`src/rtl/reg_file_banked.sv`:
```
// -----------------------------------------------------------------------------
// reg_file_banked
//
// Banked register file with one write port and two combinational read ports.
// NUM_BANKS banks of DEPTH x WIDTH registers; the active bank is picked by an
// internal pointer that BANK_ADV steps (modulo NUM_BANKS) for fast context
// switching. A clear sequencer zeroes one entry per cycle in all banks at once
// after reset or on a CLR request.
//
// Ports:
//   CLK       sole clock, rising edge
//   RST       synchronous active-high reset (state -> clear, bank pointer -> 0)
//   CLR       single-cycle request to (re)start the clear sequence
//   DIN       write data
//   RF_WR     write enable, DIN -> active bank entry ADRX
//   ADRX      write address and X read address
//   ADRY      Y read address
//   BANK_ADV  advance active bank pointer by one
//   DX_OUT    active bank entry at ADRX (0 while clearing)
//   DY_OUT    active bank entry at ADRY (0 while clearing)
//   BANK      active bank pointer
//   BUSY      clear sequence in progress
// -----------------------------------------------------------------------------
module reg_file_banked #(
   parameter int unsigned WIDTH     = 8,
   parameter int unsigned DEPTH     = 32,
   parameter int unsigned NUM_BANKS = 2,
   localparam int unsigned ADDR_W   = $clog2(DEPTH),
   localparam int unsigned BANK_W   = (NUM_BANKS > 1) ? $clog2(NUM_BANKS) : 1
) (
   input  logic              CLK,
   input  logic              RST,
   input  logic              CLR,
   input  logic [WIDTH-1:0]  DIN,
   input  logic              RF_WR,
   input  logic [ADDR_W-1:0] ADRX,
   input  logic [ADDR_W-1:0] ADRY,
   input  logic              BANK_ADV,
   output logic [WIDTH-1:0]  DX_OUT,
   output logic [WIDTH-1:0]  DY_OUT,
   output logic [BANK_W-1:0] BANK,
   output logic              BUSY
);

   typedef enum logic {StClear, StIdle} state_e;

   state_e            state_q, state_d;
   logic [ADDR_W-1:0] idx_q, idx_d;
   logic [BANK_W-1:0] bank_q, bank_d;
   logic [WIDTH-1:0]  mem_q [NUM_BANKS][DEPTH];

   logic clr_step;
   logic wr_en;

   // Next-state logic. CLR outranks the normal state behaviour; RST outranks
   // everything and is applied in the register process.
   always_comb begin
      state_d  = state_q;
      idx_d    = idx_q;
      bank_d   = bank_q;
      clr_step = 1'b0;
      wr_en    = 1'b0;
      if (CLR) begin
         state_d = StClear;
         idx_d   = '0;
      end else begin
         unique case (state_q)
            StClear: begin
               clr_step = 1'b1;
               if (idx_q == ADDR_W'(DEPTH - 1)) begin
                  state_d = StIdle;
               end else begin
                  idx_d = idx_q + ADDR_W'(1);
               end
            end
            StIdle: begin
               wr_en = RF_WR;
               if (BANK_ADV) begin
                  // Wrap explicitly so non-power-of-2 bank counts also work.
                  bank_d = (bank_q == BANK_W'(NUM_BANKS - 1)) ? '0 : bank_q + BANK_W'(1);
               end
            end
            default: ;
         endcase
      end
   end

   always_ff @(posedge CLK) begin
      if (RST) begin
         state_q <= StClear;
         idx_q   <= '0;
         bank_q  <= '0;
      end else begin
         state_q <= state_d;
         idx_q   <= idx_d;
         bank_q  <= bank_d;
      end
   end

   // Storage has no reset; the clear sequencer is what zeroes it. Writes use
   // bank_q, i.e. the pointer value before a simultaneous BANK_ADV.
   always_ff @(posedge CLK) begin
      if (!RST) begin
         if (clr_step) begin
            for (int b = 0; b < int'(NUM_BANKS); b++) begin
               mem_q[BANK_W'(b)][idx_q] <= '0;
            end
         end else if (wr_en) begin
            mem_q[bank_q][ADRX] <= DIN;
         end
      end
   end

   assign BUSY   = (state_q == StClear);
   assign BANK   = bank_q;
   // No write-through bypass: reads see stored contents only.
   assign DX_OUT = BUSY ? '0 : mem_q[bank_q][ADRX];
   assign DY_OUT = BUSY ? '0 : mem_q[bank_q][ADRY];

endmodule

```
`config.mk`:
```
export PLATFORM = sky130hd
export DESIGN_NAME = reg_file_banked
export DESIGN_NICKNAME = d
export VERILOG_FILES = /design/src/rtl/reg_file_banked.sv
export SDC_FILE = /design/constraint.sdc
export NUM_CORES = 1
export LEC_CHECK = 0
export CORE_MARGIN = 10
export CORE_UTILIZATION = 45
export CTS_BUF_LIST = sky130_fd_sc_hd__clkbuf_2 sky130_fd_sc_hd__clkbuf_4 sky130_fd_sc_hd__clkbuf_8
export CTS_CLUSTER_SIZE = 12
export DETAILED_ROUTE_END_ITERATION = 7
export GPL_TIMING_DRIVEN = 1
export PLACE_DENSITY = 0.66
export SLEW_MARGIN = 10
export SYNTH_ARGS = -nofsm -noshare
export SYNTH_HDL_FRONTEND = slang
export SYNTH_SLANG_ARGS = --single-unit
```
`constraint.sdc`:
```
create_clock -name CLK -period 3 [get_ports CLK]
set_clock_uncertainty 0.15 [all_clocks]
set_input_delay 0.6 -clock CLK [delete_from_list [all_inputs] [get_ports CLK]]
set_output_delay 0.6 -clock CLK [all_outputs]
set_load 0.005 [all_outputs]
```
# Yosys cells after proc, flatten, opt, wreduce, memory -nomap -nowiden

Memory sizes are Yosys's and may differ from the RTL's. A register that Yosys moved wholly into a read port is not among the register bits.
Index checks and enable logic that the tools add are counted.

Logic and storage cells: 55
Register bits after elaboration: 7
Output and inout port bits: 18
RAM bits: 512
Memories kept: 1
Bits of input ports: 23

Memories:

| name  | depth | bits a word | rd ports | clocked after Yosys merged registers in | wr ports | line | text |
|---|---|---|---|---|---|---|---|
| mem_q | 2     | 256         | 1        | 1                                       | 2        | 50   | `logic [WIDTH-1:0] mem_q [NUM_BANKS][DEPTH];` |

Reduce and logical (&&, ||, !) cells: 6
$add $sub $neg: 2
Order comparisons: 5
Eq/ne operators: 1
Bitwise operators: 6
Mux-type cells: 31

Operators by type and width:

| kind                  | count |
|---|---|
| $mux W256             | 4 |
| $reduce_or A256 Y1    | 1 |
| $bmux W8 S5           | 2 |
| $demux W8 S5          | 2 |
| $mux W8               | 8 |
| $ge A6 B6 Y1 const B  | 3 |
| $not A5 Y6            | 3 |
| $mux W1               | 15 |
| $lt A6 B1 Y1 const B  | 2 |
| $add A5 B1 Y5 const B | 1 |
| $eq A5 B5 Y1 const B  | 1 |
| $not A1 Y1            | 3 |
| $reduce_and A3 Y1     | 1 |
| $logic_and A1 B1 Y1   | 2 |
| $reduce_and A2 Y1     | 1 |
| $reduce_or A2 Y1      | 1 |
| $add A1 B1 Y1 const B | 1 |

# Depth between registers and ports, before layout

Gate-level depths: netlist of run 1.

Depth in word-level cells: 8
Depth in mapped cells: 11

# Worst setup path after synthesis of run 1

OpenSTA, ideal clock, no wires.

Kind: input to output
From: input port ADRX[1]
To: output port DX_OUT[4]
Data arrival time: 2.174 ns
Stages on the path: 8
Path slack: 0.076 ns
Cells stage by stage: buf_4 buf_2 clkbuf_1 mux4_2 mux2i_1 o22ai_1 nor4_1 nor2_1

Word-level cells in the longest chain between the ends: 5

RTL lines:

| item                                        | line | text |
|---|---|---|
| start, declared                             | 36   | `input logic [ADDR_W-1:0] ADRX,` |
| $not A5 Y6 (implied by the code)            | 117  | `assign DX_OUT = BUSY ? '0 : mem_q[bank_q][ADRX];` |
| $bmux W8 S5                                 | 117  |  |
| $mux W8 (implied by the code) (2 in series) | 117  |  |
| $mux W8                                     | 117  |  |
| end, declared                               | 39   | `output logic [WIDTH-1:0] DX_OUT,` |

No other way between the ends. The select of a mux whose other input is x is not followed.

==> summary.md, run 1 <==
| Metric | Value |
|---|---|
| Status | `complete, but fails checks` |
| Failing checks | `negative setup slack` |
| Site row count | `92` |
| Post-synth ARST share | `0` |
| Core Region | `~63,000 um2` |
| Largest net degree at the start of global routing | `65` |
| Compound-Gate Fraction of Synth Area | `0.0412` |
| Hold crit path type | `input port to flop` |
| Vias in the first global route | `a little over 20k` |
| Nets | `2,408` |
| CP Launch Type | `flop` |
| P_leak | `12.3 nW` |
| Routed Antenna Nets | `0` |
| Xor/xnor cell area share of the yosys netlist | `0.00122` |
| Final period utilization | `1.32` |
| EDFF count, synth | `~510` |
| Crit end category | `output port` |
| Syn Inst Count | `around 2.0k` |
| Critical path class | `flop to output port` |
| Number of DRC markers in iteration 0 | `2,497` |
| CTS Buffer Depth | `3` |
| # H-tree levels | `3` |
| Slew Limit Headroom | `0.337` |
| Via-per-instance ratio | `slightly above 6` |
| Syn Area/Cell | `approximately 14 um2` |
| Worst EP required | `about 2.3 ns` |
| Fin worst setup slack | `-0.968 ns` |
| Clock Latency Late Sink | `roughly 0.70 ns` |
| Layout cells sized above 1 | `0.397` |
| Multiplexer share of the synthesized area | `0.231` |
| Drt wl/cell | `28.0 um` |
| Yosys reg bits | `520` |
| Fin area | `35,800 um2` |
| Final hold viol count | `0` |
| Clock buffer count from CTS | `a little under 90` |
| YS warnings | `0` |
| Yosys cell types | `54` |
| CTS tree | `built` |
| First-pass GRT wire length | `136 mm` |
| Gr ovfl total | `0` |
| Peak supply drop | `337 uV` |
| Die Area | `approximately 74,000 um2` |
| DRC violations left | `0` |
| Crit path DAT | `approximately 3.2 ns` |
| Pre-CTS setup slack | `-1.03 ns` |
| RSZ-0062 raised after global routing | `yes` |
| Synth top area share | `0.536` |
| Die W | `between 200 and 300 um` |
| P per Cell Area | `429 nW/um2` |
| I/O pin total | `41` |
| # fillers | `approximately 5.0k` |
| Non-filler instance count after layout | `approximately 3.3k` |
| Sequential fraction of the synthesis area | `0.542` |
| Total GRT Usage | `0.248` |
| Initial antenna violation count | `2` |
| GP Congestion | `about 0.95` |
| Most common cell in the synthesized netlist | `and2_1` |
| Initial Utilization | `0.455` |
| Adder-cell area share of the yosys netlist | `0.00218` |
| Simple logic cell fraction of the synthesized area | `0.148` |
| Largest area contributor in the netlist | `edfxtp_1` |
| CTS Sinks | `520` |
| DRT Pass-1 Iters | `6` |
| Via count | `around 20k` |
| Placed Area | `between 30,000 and 40,000 um2` |
| Total power | `~15 mW` |
| Critical Path Fanout Max | `7` |
| WL final | `between 90 and 100 mm` |
| MaxCap Viol Count | `0` |
| Util after Layout | `0.568` |
| Reg-to-reg slack, setup | `roughly 0.34 ns` |
| Clk slew on worst S/H paths | `approximately 0.060 ns` |
| Placed wire-length estimate | `65.2 mm` |
| Syn Std Cell Area | `between 20,000 and 30,000 um2` |
| Placed Cells incl. Taps | `3,077` |
| Most used DFF post-synth | `edfxtp_1` |
| Worst Tran Pin Value | `slightly below 1 ns` |
| Main combinational cell family by area after synthesis | `multiplexers` |
| Post-synth net total | `between 2k and 2.5k` |
| Synth area leaders | `edfxtp_1 54%, mux4_2 19%, and2_1 11%` |
| Port bufs | `40` |
| Root Buffer | `clkbuf_8` |
| Top cells by count, synth | `516 x and2_1, 512 x edfxtp_1, 248 x mux4_2` |
| Minimum clock period | `between 3 and 4 ns` |
| Max Slew Vio Count | `0` |
| Area grow syn2layout | `24.9%` |
| Final setup vio count | `16` |
| Max Clock Freq | `roughly 250 MHz` |
| Die height | `roughly 270 um` |
critical path: stages, from the launching register on:
cell and delay, ns:
dfxtp_4 0.46, buf_12 0.18, buf_12 0.14, buf_8 0.11, mux4_2 0.58, a41oi_2 0.23, and3_4 0.21, a21oi_2 0.05
o31a_1 0.37, buf_2 0.17
cell families after synthesis:
| logic type | Yosys count |
|---|---|
| buf+inv | 183 |
| xor+xnor | 4 |
| mux | 344 |
| flops | 520 |
| compound gates | 195 |
| simple gates | 741 |
| fa+ha+maj | 5 |
layout by cell type (no fill, tap or decap), types with 7 or more instances in the layout:
cell type,count
and2_1,514
edfxtp_1,512
buf_4,339
mux4_2,249
clkbuf_8,96
nor2_1,87
o21ai_0,71
nand2_1,61
buf_12,58
mux2i_1,55
buf_6,29
clkbuf_4,25
buf_2,23
clkinv_1,21
nor2b_1,15
a22oi_2,14
mux2_2,14
clkinv_2,14
a21oi_1,13
mux2i_4,13
nand3_1,12
clkdlybuf4s50_1,11
a21oi_2,10
mux2i_2,9
o22ai_1,9
o22ai_2,8
buf_8,8
dfxtp_1,7
a22oi_1,7
per-stage QoR:
| stage | setup TNS [ns] | hold WS (ns) |
|---|---|---|
| finish | -13.82 | 0.352 |
| global placement | -20.22 | 0.365 |
| detailed placement | -26.00 | 0.404 |
| CTS | -14.77 | 0.307 |
| floorplan | 0 | 0.350 |
| global route | -14.75 | 0.370 |
per-layer routing:
| layer | track usage | part of all wire | vias to the layer above | wire (um) |
|---|---|---|---|---|
| met5 | 0 | 0.00014 | - | 13 |
| li1 | - | - | 8404 | - |
| met3 | 0.0615 | 0.11 | 193 | 10200 |
| met4 | 0.100 | 0.039 | 2 | 3590 |
| met2 | 0.384 | 0.46 | 1214 | 42600 |
| met1 | 0.332 | 0.39 | 10219 | 36000 |
cell type report:
type	instances	area, um2	share of cell area
repair buffers	474	4530	0.126
clock inverters	40	256	0.00716
well taps	846	1060	0.0296
flip-flops and latches	520	15500	0.434
inverters	6	22.5	0.000629
clock buffers	121	1510	0.0421
diodes	3	7.51	0.000210
multi-input cells	1289	12900	0.360
power by group:
group	internal, mW	switching, mW	leakage [nW]	total (mW)
logic	0.368	0.562	6.58	0.930
clock network	3.52	3.03	0.944	6.54
registers	7.87	0.00880	4.74	7.88
total	11.8	3.60	12.3	15.4
path summary, 6_finish.rpt:
path / from / to / cells after the start
hold / removal: RST / BANK$_SDFFE_PP0P_ / 2
hold reg to reg: idx_q[1]$_SDFFE_PP0P_ / idx_q[1]$_SDFFE_PP0P_ / 2
setup / recovery: flop / DX_OUT[7] / 9
setup reg to reg: state_q$_SDFF_PP0_ / mem_q[0][18]$_SDFFCE_PN0P_ / 7
sequential cells by signal, summed over array words and instances (netlist names), named ones only:
register  count
mem_q       512
idx_q         5
BANK          1
state_q       1
what timing repair did:
| item | CTS | global route |
|---|---|---|
| cloned | 4 | 0 |
| pin swaps | 59 | 32 |
| setup endpoints to repair | 16 | 16 |
| hold buffers | 0 | 0 |
| gates resized for setup | 224 | 56 |
| buffers inserted | 53 | 25 |
No activity file was read; power rests on OpenSTA's default activity.
==> run 2: changes to the inputs <==
--- a/config.mk
+++ b/config.mk
@@ -10,8 +10,10 @@
 export CTS_BUF_LIST = sky130_fd_sc_hd__clkbuf_2 sky130_fd_sc_hd__clkbuf_4 sky130_fd_sc_hd__clkbuf_8
 export CTS_CLUSTER_SIZE = 12
 export DETAILED_ROUTE_END_ITERATION = 7
+export DONT_BUFFER_PORTS = 1
 export GPL_TIMING_DRIVEN = 1
-export PLACE_DENSITY = 0.66
+export HOLD_SLACK_MARGIN = 0.1
+export PLACE_DENSITY = 0.61
 export SLEW_MARGIN = 10
 export SYNTH_ARGS = -nofsm -noshare
 export SYNTH_HDL_FRONTEND = slang
==> run 2 against run 1 <==
The run still ends with negative setup slack left. Combinational power down 28%. Global-route usage up 0.20 points. Total power down 2.6%. Sequential power about the same. Final area down 3.8%. Clock power down 2%. First-iteration DRC count up 9.7%. Core utilization down 2.2 points. Via count down 3.4%.
==> summary.md, run 2 (synthesis results as in run 1) <==
| Metric | Value |
|---|---|
| Status | `complete, but fails checks` |
| Failing checks | `negative setup slack` |
| Site row count | `92` |
| Commonest non-fill, non-tap cells in the layout | `515 x and2_1, 512 x edfxtp_1, 250 x mux4_2` |
| Critical path class | `flop to output port` |
| Crit path DAT | `between 3 and 4 ns` |
| Reg2Reg Launch Point | `state_q$_SDFF_PP0_` |
| Peak supply drop | `306 uV` |
| # H-tree levels | `3` |
| Drt wl/cell | `roughly 30 um` |
| Total GRT Usage | `0.250` |
| CP Launch Type | `flop` |
| Die height | `around 270 um` |
| Worst EP required | `around 2.3 ns` |
| Hold Crit Start | `DIN[0]` |
| I/O pin total | `41` |
| Fin worst setup slack | `-0.865 ns` |
| Initial Utilization | `0.455` |
| R2r worst-path depth | `7` |
| Final period utilization | `1.29` |
| Via-per-instance ratio | `6.20` |
| Die Area | `74,200 um2` |
| Port bufs | `0` |
| Reg-to-reg slack, setup | `around 0.37 ns` |
| R2R Path End | `mem_q[1][129]$_SDFFCE_PN0P_` |
| RSZ-0062 raised after global routing | `yes` |
| Max Slew Vio Count | `0` |
| Largest regs | `mem_q x512, idx_q x5` |
| Number of DRC markers in iteration 0 | `approximately 2.7k` |
| Final hold viol count | `0` |
| Slew Limit Headroom | `0.264` |
| CTS Sinks | `520` |
| Number of flip-flops under the largest register name | `512` |
| Area grow syn2layout | `20.1%` |
| Routed Antenna Nets | `0` |
| WL final | `94.7 mm` |
| Clock Latency Late Sink | `0.69 ns` |
| Crit end category | `output port` |
| Worst Tran Pin Value | `between 1 and 1.5 ns` |
| GP Congestion | `roughly 0.92` |
| Initial antenna violation count | `5` |
| CTS tree | `built` |
| Nets | `between 2k and 2.5k` |
| MaxCap Viol Count | `0` |
| Top reg by flops | `mem_q` |
| Largest net degree at the start of global routing | `between 100 and 150` |
| P per Cell Area | `approximately 430 nW/um2` |
| DRT Pass-1 Iters | `5` |
| Commonest non-fill, non-tap cell in the layout | `and2_1` |
| # fillers | `around 5.2k` |
| Worst hold endpoint | `mem_q[0][200]$_SDFFCE_PN0P_` |
| Vias in the first global route | `just under 20k` |
| CTS Buffer Depth | `3` |
| DRC violations left | `0` |
| Via count | `just under 20k` |
| P_leak | `between 10 and 15 nW` |
| WHS Path Cells | `2` |
| Pre-CTS setup slack | `-0.369 ns` |
| Critical Path Fanout Max | `7` |
| Layout cells sized above 1 | `0.356` |
| Minimum clock period | `about 3.9 ns` |
| Clk slew on worst S/H paths | `0.06 ns` |
| Clock buffer count from CTS | `between 90 and 100` |
| Die W | `about 270 um` |
| Final setup vio count | `16` |
| First-pass GRT wire length | `about 130 mm` |
| Worst Hold Margin | `~0.25 ns` |
| Root Buffer | `clkbuf_8` |
| Max Clock Freq | `~260 MHz` |
| Placed wire-length estimate | `approximately 60 mm` |
| Gr ovfl total | `0` |
| Hold crit path type | `input port to flop` |
| Core Region | `roughly 63,000 um2` |
run 2: changes by cell type in the layout (fill, tap and decap cells not counted), sizes merged:
cell,change
buf,-176
bufbuf,-1
bufinv,-2
clkbuf,+10
clkdlybuf4s50,-11
clkinv,-5
clkinvlp,+2
diode,+1
dlygate4sd2,-1
dlygate4sd3,+5
run 2: stage by stage:
step | util | setup TNS, ns | area [um2] | total power [mW] | cells
2_1_floorplan | - | 0 | 28700 | 8.44 | 1992
4_1_cts | 0.530 | -12.47 | 33400 | 15.0 | 3068
5_1_grt | 0.546 | -13.16 | 34400 | 15.4 | 3118
3_3_place_gp | 0.483 | -2.11 | 30500 | 8.44 | 2869
6_report | 0.546 | -12.43 | 34400 | 15.0 | 3121
3_5_place_dp | 0.483 | -2.47 | 30500 | 8.44 | 2869
run 2: cell type report:
| type | instances | area (um2) | share of cell area |
|---|---|---|---|
| Antenna cell | 4 | 10.0 | 0.000291 |
| Clock inverter | 35 | 189 | 0.00549 |
| Sequential cell | 520 | 15500 | 0.451 |
| Timing Repair Buffer | 295 | 3080 | 0.0894 |
| Inverter | 6 | 22.5 | 0.000654 |
| Multi-Input combinational cell | 1289 | 13000 | 0.378 |
| Tap cell | 846 | 1060 | 0.0307 |
| Clock buffer | 126 | 1530 | 0.0445 |
run 2: how the worst max path moves through the flow:
stage                      endpoint  depth (start not counted)  slack, ns
after floorplan           DX_OUT[4]                          8       0.08
after global placement    DY_OUT[6]                          9      -0.32
after detailed placement  DY_OUT[6]                          9      -0.37
after CTS                 DX_OUT[2]                         10      -0.85
after global routing      DY_OUT[1]                         11      -0.89
final                     DY_OUT[6]                         11      -0.87
run 2: repair_timing:
| action | in CTS | in global routing |
|---|---|---|
| buffers inserted | 21 | 47 |
| endpoints found under the setup margin | 16 | 16 |
| gates cloned | 4 | 5 |
| pin swaps | 24 | 39 |
| gates resized for setup | 137 | 114 |
| endpoints found under the hold margin | 520 | 0 |
| hold buffers | 13 | 0 |
run 2: where the power goes:
part / internal [mW] / switching (mW)
clock: 3.38 / 3.03
combinational: 0.281 / 0.386
sequential: 7.87 / 0.00787
run 2: worst max-delay path: stages, from the launching register on:
cell and delay [ns]:
dfxtp_4 0.37, buf_12 0.14, buf_12 0.14, buf_12 0.14, buf_12 0.14, buf_8 0.11, mux4_2 0.53, mux2i_4 0.21
o221ai_4 0.19, o21ai_2 0.21, buf_4 0.15, a31oi_4 0.04
run 2: layer usage:
layer  GRT usage  wire (um)  share of wire
met5           0         18        0.00019
met4      0.0885       2810          0.030
met2       0.378      43300           0.46
met3      0.0730      11500           0.12
met1       0.340      37100           0.39
